[config.mk]
export PLATFORM = sky130hd
export DESIGN_NAME = cnn_layer_accel_rd_arb_flat
export DESIGN_NICKNAME = d
export VERILOG_FILES = /design/src/rtl/cnn_layer_accel_rd_arb_if.sv /design/src/rtl/cnn_layer_accel_rd_arb.sv /design/src/flat_wrapper.sv
export SDC_FILE = /design/constraint.sdc
export NUM_CORES = 1
export LEC_CHECK = 0
export CAP_MARGIN = 0
export CORE_AREA = 3 3 496 498
export CTS_BUF_LIST = sky130_fd_sc_hd__clkbuf_8
export CTS_CLUSTER_SIZE = 8
export DETAILED_ROUTE_END_ITERATION = 7
export DIE_AREA = 0 0 499 501
export GPL_TIMING_DRIVEN = 0
export PLACE_DENSITY = 0.3
export SLEW_MARGIN = 40
export SYNTH_ARGS = -nofsm -noshare
export SYNTH_HDL_FRONTEND = slang
export SYNTH_SLANG_ARGS = --single-unit
[constraint.sdc]
create_clock -name clk_intf -period 5.37 [get_ports clk_intf]
set_clock_uncertainty 0.05 [all_clocks]
set_input_delay 1.074 -clock clk_intf [delete_from_list [all_inputs] [get_ports clk_intf]]
set_output_delay 1.074 -clock clk_intf [all_outputs]
set_load 0.05 [all_outputs]
[src/rtl/cnn_layer_accel_rd_arb_if.sv]
// rtl/cnn_layer_accel_rd_arb_if.sv - FAS per-ID read-request bundle plus the shared memory read channel
interface cnn_layer_accel_rd_arb_if #(
    parameter int C_NUM_RD_ID = 4,
    parameter int C_ADDR_WTH  = 32,
    parameter int C_LEN_WTH   = 16,
    parameter int C_DATA_WTH  = 512
) ();
    logic [C_NUM_RD_ID-1:0]            init_read_req;
    logic [C_NUM_RD_ID*C_ADDR_WTH-1:0] init_read_addr;
    logic [C_NUM_RD_ID*C_LEN_WTH-1:0]  init_read_len;
    logic [C_NUM_RD_ID-1:0]            init_read_req_ack;
    logic [C_NUM_RD_ID-1:0]            init_read_in_prog;
    logic [C_DATA_WTH-1:0]             init_read_data;
    logic [C_NUM_RD_ID-1:0]            init_read_data_vld;
    logic [C_NUM_RD_ID-1:0]            init_read_data_rdy;
    logic [C_NUM_RD_ID-1:0]            init_read_cmpl;

    logic                              mem_rd_req;
    logic [C_ADDR_WTH-1:0]             mem_rd_addr;
    logic [C_LEN_WTH-1:0]              mem_rd_len;
    logic                              mem_rd_req_ack;
    logic [C_DATA_WTH-1:0]             mem_rd_data;
    logic                              mem_rd_data_vld;
    logic                              mem_rd_data_rdy;

    // slave: the arbiter itself; master: the FAS requesters and memory around it
    modport slave (
        input  init_read_req, init_read_addr, init_read_len, init_read_data_rdy,
        input  mem_rd_req_ack, mem_rd_data, mem_rd_data_vld,
        output init_read_req_ack, init_read_in_prog, init_read_data, init_read_data_vld,
        output init_read_cmpl, mem_rd_req, mem_rd_addr, mem_rd_len, mem_rd_data_rdy
    );

    modport master (
        output init_read_req, init_read_addr, init_read_len, init_read_data_rdy,
        output mem_rd_req_ack, mem_rd_data, mem_rd_data_vld,
        input  init_read_req_ack, init_read_in_prog, init_read_data, init_read_data_vld,
        input  init_read_cmpl, mem_rd_req, mem_rd_addr, mem_rd_len, mem_rd_data_rdy
    );
endinterface

[src/rtl/cnn_layer_accel_rd_arb.sv]
// rtl/cnn_layer_accel_rd_arb.sv - round-robin arbiter of FAS read requests onto one memory read channel
module cnn_layer_accel_rd_arb #(
    parameter int C_NUM_RD_ID = 4,
    parameter int C_ADDR_WTH  = 32,
    parameter int C_LEN_WTH   = 16,
    parameter int C_DATA_WTH  = 512
) (
    input  logic                     clk_intf,
    input  logic                     rst,
    cnn_layer_accel_rd_arb_if.slave  rd_if
);
    localparam int C_ID_WTH = (C_NUM_RD_ID > 1) ? $clog2(C_NUM_RD_ID) : 1;

    typedef enum logic [1:0] {
        ST_IDLE,
        ST_REQ,
        ST_XFER,
        ST_CMPL
    } state_t;

    state_t                  r_state;
    logic [C_ID_WTH-1:0]     r_id;
    logic [C_ID_WTH-1:0]     r_last_grant;
    logic [C_ADDR_WTH-1:0]   r_addr;
    logic [C_LEN_WTH-1:0]    r_len;
    logic [C_LEN_WTH-1:0]    r_cnt;
    logic [C_NUM_RD_ID-1:0]  r_req_ack;
    logic [C_NUM_RD_ID-1:0]  r_in_prog;
    logic [C_NUM_RD_ID-1:0]  r_cmpl;
    logic                    r_mem_req;

    logic [C_ADDR_WTH-1:0]   w_addr_arr [C_NUM_RD_ID];
    logic [C_LEN_WTH-1:0]    w_len_arr  [C_NUM_RD_ID];
    logic [C_ID_WTH-1:0]     w_sel_id;
    logic [C_ID_WTH-1:0]     w_cand;
    logic                    w_sel_vld;
    int                      w_idx;
    logic [C_NUM_RD_ID-1:0]  w_id_onehot;
    logic                    w_xfer;
    logic                    w_beat;
    logic                    w_last_beat;

    function automatic logic [C_NUM_RD_ID-1:0] f_onehot(input logic [C_ID_WTH-1:0] id);
        logic [C_NUM_RD_ID-1:0] v;
        v     = '0;
        v[id] = 1'b1;
        return v;
    endfunction

    for (genvar gi = 0; gi < C_NUM_RD_ID; gi++) begin : g_slice
        assign w_addr_arr[gi] = rd_if.init_read_addr[gi*C_ADDR_WTH +: C_ADDR_WTH];
        assign w_len_arr[gi]  = rd_if.init_read_len[gi*C_LEN_WTH +: C_LEN_WTH];
    end

    // Search starts one past the previous winner so every requester gets its turn.
    always_comb begin
        w_sel_vld = 1'b0;
        w_sel_id  = '0;
        w_cand    = '0;
        w_idx     = 0;
        for (int i = 1; i <= C_NUM_RD_ID; i++) begin
            w_idx = int'(r_last_grant) + i;
            if (w_idx >= C_NUM_RD_ID) begin
                w_idx = w_idx - C_NUM_RD_ID;
            end
            w_cand = C_ID_WTH'(w_idx);
            if (!w_sel_vld && rd_if.init_read_req[w_cand]) begin
                w_sel_vld = 1'b1;
                w_sel_id  = w_cand;
            end
        end
    end

    assign w_id_onehot = f_onehot(r_id);
    assign w_xfer      = (r_state == ST_XFER);
    assign w_beat      = w_xfer && rd_if.mem_rd_data_vld && rd_if.init_read_data_rdy[r_id];
    assign w_last_beat = w_beat && (r_cnt == (r_len - C_LEN_WTH'(1)));

    always_ff @(posedge clk_intf or posedge rst) begin
        if (rst) begin
            r_state      <= ST_IDLE;
            r_id         <= '0;
            r_last_grant <= C_ID_WTH'(C_NUM_RD_ID - 1);
            r_addr       <= '0;
            r_len        <= '0;
            r_cnt        <= '0;
            r_req_ack    <= '0;
            r_in_prog    <= '0;
            r_cmpl       <= '0;
            r_mem_req    <= 1'b0;
        end else begin
            r_req_ack <= '0;
            r_cmpl    <= '0;
            case (r_state)
                ST_IDLE: begin
                    if (w_sel_vld) begin
                        r_id      <= w_sel_id;
                        r_addr    <= w_addr_arr[w_sel_id];
                        r_len     <= w_len_arr[w_sel_id];
                        r_req_ack <= f_onehot(w_sel_id);
                        r_in_prog <= f_onehot(w_sel_id);
                        // Zero-length reads complete without touching memory.
                        if (w_len_arr[w_sel_id] == '0) begin
                            r_cmpl  <= f_onehot(w_sel_id);
                            r_state <= ST_CMPL;
                        end else begin
                            r_mem_req <= 1'b1;
                            r_state   <= ST_REQ;
                        end
                    end
                end
                ST_REQ: begin
                    if (rd_if.mem_rd_req_ack) begin
                        r_mem_req <= 1'b0;
                        r_cnt     <= '0;
                        r_state   <= ST_XFER;
                    end
                end
                ST_XFER: begin
                    if (w_beat) begin
                        r_cnt <= r_cnt + C_LEN_WTH'(1);
                        if (w_last_beat) begin
                            r_cmpl  <= w_id_onehot;
                            r_state <= ST_CMPL;
                        end
                    end
                end
                ST_CMPL: begin
                    r_in_prog    <= '0;
                    r_last_grant <= r_id;
                    r_state      <= ST_IDLE;
                end
                default: begin
                    r_state <= ST_IDLE;
                end
            endcase
        end
    end

    assign rd_if.init_read_req_ack  = r_req_ack;
    assign rd_if.init_read_in_prog  = r_in_prog;
    assign rd_if.init_read_cmpl     = r_cmpl;
    assign rd_if.mem_rd_req         = r_mem_req;
    assign rd_if.mem_rd_addr        = r_addr;
    assign rd_if.mem_rd_len         = r_len;

    // Data path is a pure pass-through while a transfer owns the channel.
    assign rd_if.init_read_data     = w_xfer ? rd_if.mem_rd_data : '0;
    assign rd_if.init_read_data_vld = (w_xfer && rd_if.mem_rd_data_vld) ? w_id_onehot : '0;
    assign rd_if.mem_rd_data_rdy    = w_xfer && rd_if.init_read_data_rdy[r_id];
endmodule

[src/flat_wrapper.sv]
// flat-port wrapper written by rule: the top's interface ports become plain ports
module cnn_layer_accel_rd_arb_flat 
#(
    parameter int C_NUM_RD_ID = 4,
    parameter int C_ADDR_WTH  = 32,
    parameter int C_LEN_WTH   = 16,
    parameter int C_DATA_WTH  = 512
)
  (clk_intf, rst, rd_if_init_read_req, rd_if_init_read_addr, rd_if_init_read_len, rd_if_init_read_data_rdy, rd_if_mem_rd_req_ack, rd_if_mem_rd_data, rd_if_mem_rd_data_vld, rd_if_init_read_req_ack, rd_if_init_read_in_prog, rd_if_init_read_data, rd_if_init_read_data_vld, rd_if_init_read_cmpl, rd_if_mem_rd_req, rd_if_mem_rd_addr, rd_if_mem_rd_len, rd_if_mem_rd_data_rdy);
  cnn_layer_accel_rd_arb_if #(.C_NUM_RD_ID(C_NUM_RD_ID), .C_ADDR_WTH(C_ADDR_WTH), .C_LEN_WTH(C_LEN_WTH), .C_DATA_WTH(C_DATA_WTH)) rd_if_i ();
  input  logic clk_intf;
  input  logic rst;
  input wire logic [$bits(rd_if_i.init_read_req)-1:0] rd_if_init_read_req;
  input wire logic [$bits(rd_if_i.init_read_addr)-1:0] rd_if_init_read_addr;
  input wire logic [$bits(rd_if_i.init_read_len)-1:0] rd_if_init_read_len;
  input wire logic [$bits(rd_if_i.init_read_data_rdy)-1:0] rd_if_init_read_data_rdy;
  input wire logic [$bits(rd_if_i.mem_rd_req_ack)-1:0] rd_if_mem_rd_req_ack;
  input wire logic [$bits(rd_if_i.mem_rd_data)-1:0] rd_if_mem_rd_data;
  input wire logic [$bits(rd_if_i.mem_rd_data_vld)-1:0] rd_if_mem_rd_data_vld;
  output wire logic [$bits(rd_if_i.init_read_req_ack)-1:0] rd_if_init_read_req_ack;
  output wire logic [$bits(rd_if_i.init_read_in_prog)-1:0] rd_if_init_read_in_prog;
  output wire logic [$bits(rd_if_i.init_read_data)-1:0] rd_if_init_read_data;
  output wire logic [$bits(rd_if_i.init_read_data_vld)-1:0] rd_if_init_read_data_vld;
  output wire logic [$bits(rd_if_i.init_read_cmpl)-1:0] rd_if_init_read_cmpl;
  output wire logic [$bits(rd_if_i.mem_rd_req)-1:0] rd_if_mem_rd_req;
  output wire logic [$bits(rd_if_i.mem_rd_addr)-1:0] rd_if_mem_rd_addr;
  output wire logic [$bits(rd_if_i.mem_rd_len)-1:0] rd_if_mem_rd_len;
  output wire logic [$bits(rd_if_i.mem_rd_data_rdy)-1:0] rd_if_mem_rd_data_rdy;
  assign rd_if_i.init_read_req = rd_if_init_read_req;
  assign rd_if_i.init_read_addr = rd_if_init_read_addr;
  assign rd_if_i.init_read_len = rd_if_init_read_len;
  assign rd_if_i.init_read_data_rdy = rd_if_init_read_data_rdy;
  assign rd_if_i.mem_rd_req_ack = rd_if_mem_rd_req_ack;
  assign rd_if_i.mem_rd_data = rd_if_mem_rd_data;
  assign rd_if_i.mem_rd_data_vld = rd_if_mem_rd_data_vld;
  assign rd_if_init_read_req_ack = rd_if_i.init_read_req_ack;
  assign rd_if_init_read_in_prog = rd_if_i.init_read_in_prog;
  assign rd_if_init_read_data = rd_if_i.init_read_data;
  assign rd_if_init_read_data_vld = rd_if_i.init_read_data_vld;
  assign rd_if_init_read_cmpl = rd_if_i.init_read_cmpl;
  assign rd_if_mem_rd_req = rd_if_i.mem_rd_req;
  assign rd_if_mem_rd_addr = rd_if_i.mem_rd_addr;
  assign rd_if_mem_rd_len = rd_if_i.mem_rd_len;
  assign rd_if_mem_rd_data_rdy = rd_if_i.mem_rd_data_rdy;
  cnn_layer_accel_rd_arb #(.C_NUM_RD_ID(C_NUM_RD_ID), .C_ADDR_WTH(C_ADDR_WTH), .C_LEN_WTH(C_LEN_WTH), .C_DATA_WTH(C_DATA_WTH)) u_core (.clk_intf(clk_intf), .rst(rst), .rd_if(rd_if_i));
endmodule
==> results by group <==
Critical path
  • Crit path from: u_core.r_state[0]$_DFFE_PP0P_
  • Critical path class: reg2out
  • Worst setup SP type: flip-flop
  • Worst setup EP type: output pin
  • Reg2reg setup slack: 1320 ps
  • Critical R2R Launch: u_core.r_last_grant[0]$_DFFE_PP1P_
  • Crit path DAT: 3930 ps
  • Data required time of the critical path: 4250 ps
  • Crit Path Max Fanout: 10

Final layout
  • Share of post-route cells with drive strength above 1: 4.13%
  • # nets final: 3162
  • Multi-input gate area: 0.00593 mm^2
  • Finished Layout Cells: 5697
  • Fill cells: 28100
  • Sequential Area: 0.00208 mm^2
  • Area grow syn2layout: 205%
  • Finished layout cell area: 0.0257 mm^2

Yosys
  • Post-Synth Simple-Gate Area: 47.8%
  • Synth area leader: and2_1
  • Yosys warns: 0
  • Mapped Avg Cell Area: 7.47 um^2
  • Largest cells by area after synthesis: and2_1 (38%), dfrtp_1 (24%), a222oi_1 (5.3%)
  • Number of synthesized flops with an enable pin: 0
  • Post-synthesis mux area share: 0.905%
  • Syn_nets: 1851
  • Adder-Cell Fraction of Synth Area: 0.890%
  • Syn Inst Count: 1129
  • Yosys reg bits: 83
  • Netlist cell types: 55
  • Count leader, synth: and2_1
  • Post-synthesis sequential area ratio: 24.7%
  • Synth async-reset ratio: 100%
  • Compound-gate portion of the synthesized area: 17.5%
  • Post-Synth XOR/XNOR Area: 2.80%
  • Largest family of logic cells by synthesized area: simple AND/OR/NAND/NOR gates
  • Yosys top cell area share: 38.2%
  • Synthesized area: 0.00843 mm^2
  • Commonest cells post-synth: and2_1 (515), dfrtp_1 (81), clkbuf_1 (78)
  • Ys flop type: dfrtp_1

Floorplanning
  • Core area: 0.243 mm^2
  • Die H: 501 um
  • DIE WIDTH: 499 um
  • # IOs: 1294
  • FP Rows: 181
  • DIE AREA: 0.250 mm^2
  • Initial cell density of the core: 3.48%

Detailed routing
  • Vias per inst: 2.66
  • Residual DRC count: 2
  • Detailed Route Iter0 Violations: 1111
  • Vias: 15100
  • Routed WL: 201 mm
  • Antenna Nets Post-Route: 0
  • 1st-pass router iterations: 8
  • Post-DR wirelength/cell: 35.2 um

Clocking
  • Clk sink count: 83
  • H-tree levels: 3
  • CTS root buf: clkbuf_8
  • Clock slew at reported path FFs: 100 ps
  • Clock Path Buffers: 2
  • CTS Buf Count: 9
  • CTS tree: done
  • Post-CTS Hold Buffers: 0
  • Worst-Skew Late Latency: 420 ps

Global route
  • GRT Residual Overflow: 0
  • Largest net degree at the start of global routing: 58
  • Vias in the first global route: 15000
  • Total GRT Usage: 15.3%
  • First-pass GRT wire length: 234 mm
  • Initial antenna violation count: 199

Power and ir drop
  • PnR Total Power: 3.63 mW
  • VDD IR max: 134 uV
  • Leakage: 8.94 nW
  • Cell Pwr Density: 141 mW/mm^2

Placed design
  • Dpl cell area: 0.0253 mm^2
  • Cells after DPL: 5629
  • Port Buffer Count: 1291
  • Post-Place Worst Slack: 213 ps
  • GP Congestion: 0.936
  • DP HPWL: 189 mm

Min path
  • Min-delay src: u_core.rd_if.mem_rd_addr[0]$_DFFE_PP0P_
  • Worst min path class: reg2reg

Job
  • Max Cap Viol: 0

STA
  • Rel. slew slack: 32.9%
  • Endpoints failing setup: 0
  • Worst Tran Pin Value: 1000 ps
  • Min Tclk post-route: 5060 ps
  • Final Max Tran Viols: 0
  • Fmax: 198 MHz
  • Final worst-path cycle share: 94.2%
  • Final hold vios: 0
  • Final Worst Setup Slack: 313 ps
  • WHS: 433 ps
  • RSZ-0062 raised after global routing: false

Status
  • Outcome: finished, violations left
  • Failing checks: design-rule violations
==> repair_timing <==
action	4_1_cts	5_1_grt
setup buffers	0	0
gates resized for setup	0	2
endpoints found under the setup margin	0	1
endpoints found under the hold margin	0	0
==> cell usage in the layout (no fill, tap or decap), types with 3 or more instances in the layout <==
| master | n |
|---|---|
| clkdlybuf4s50_1 | 1256 |
| o22ai_1 | 3 |
| nor4_4 | 4 |
| nand4_1 | 6 |
| clkbuf_1 | 68 |
| nand2_1 | 72 |
| inv_1 | 16 |
| nand3_1 | 16 |
| nor2_1 | 28 |
| xnor2_1 | 16 |
| and2_1 | 515 |
| clkbuf_8 | 10 |
| mux2_2 | 3 |
| xor2_1 | 11 |
| a21oi_1 | 57 |
| nor3_2 | 3 |
| a32o_1 | 4 |
| a222oi_1 | 45 |
| or2_2 | 3 |
| buf_1 | 9 |
| diode_2 | 51 |
| a22oi_1 | 3 |
| buf_2 | 45 |
| a21boi_0 | 8 |
| dfrtp_1 | 81 |
| ha_1 | 6 |
| and3_1 | 3 |
| clkbuf_2 | 13 |
| nor3_1 | 14 |
| or3_1 | 7 |
| a21o_1 | 35 |
| or4_1 | 3 |
| o21ai_0 | 35 |
==> final cells by class <==
| cell class | instances | share of cell area (%) |
|---|---|---|
| Antenna cell | 51 | 0.497 |
| Buffer | 98 | 1.59 |
| Clock buffer | 10 | 0.536 |
| Clock inverter | 5 | 0.244 |
| Inverter | 18 | 0.292 |
| Multi-Input combinational cell | 930 | 23.1 |
| Sequential cell | 83 | 8.10 |
| Tap cell | 3202 | 15.6 |
| Timing Repair Buffer | 1300 | 50.1 |
==> per-stage QoR <==
step | utilization (%) | TNS [ps]
after detailed placement | 10.4 | 0
final | 10.6 | 0
after CTS | 10.5 | 0
after global placement | 10.5 | -56680
after floorplan | - | 0
after global routing | 10.5 | 0
==> state kept, by name, summed over array words and instances, names as in the netlist <==
register / cells
u_core.r_cnt: 16
u_core.rd_if.init_read_req_ack: 4
u_core.rd_if.mem_rd_len: 16
u_core.rd_if.init_read_in_prog: 4
u_core.r_id: 2
u_core.r_state: 2
u_core.rd_if.mem_rd_addr: 32
u_core.r_last_grant: 2
u_core.rd_if.init_read_cmpl: 4
u_core.rd_if.mem_rd_req: 1
==> power by group <==
part,switching (mW),internal (mW)
Sequential,0.0280,0.645
Combinational,1.49,0.946
Clock,0.292,0.227
==> critical path, cell delays in order, from the launching register on <==
cell             delay [ps]
dfrtp_1                 410
inv_1                   110
ha_1                    310
clkbuf_2                310
buf_16                  180
clkbuf_2                390
clkbuf_1                370
and2_1                  280
clkdlybuf4s50_1        1090
==> final timing paths <==
check | cells after the start | end
max | 8 | rd_if_init_read_data[186]
min | 1 | u_core.rd_if.mem_rd_addr[0]$_DFFE_PP0P_
max reg2reg | 10 | u_core.rd_if.mem_rd_addr[26]$_DFFE_PP0P_
min reg2reg | 1 | u_core.rd_if.mem_rd_addr[0]$_DFFE_PP0P_
max in group asynchronous | 3 | u_core.r_last_grant[0]$_DFFE_PP1P_
min in group asynchronous | 2 | u_core.rd_if.mem_rd_addr[4]$_DFFE_PP0P_
==> logic make-up (layout without fill, tap and decap cells) <==
kind of cell	count (synthesis)	after routing
multiplexers	6	6
XOR/XNOR	27	27
flip-flops	83	83
AND/OR/NAND/NOR	682	682
AO/OA/AOI/OAI	209	209
other	0	51
adder cells (fa/ha/maj)	6	6
buffers and inverters	116	1431
==> per-layer routing <==
| metal | vias to the layer above | global-route usage (%) | share of wire, % |
|---|---|---|---|
| met3 | 204 | 7.13 | 11 |
| met4 | 112 | 1.24 | 0.92 |
| met1 | 7231 | 20.3 | 45 |
| li1 | 6471 | - | - |
| met2 | 1124 | 23.2 | 43 |
| met5 | - | 0 | 0.35 |
(Power assumes the default switching activity.)
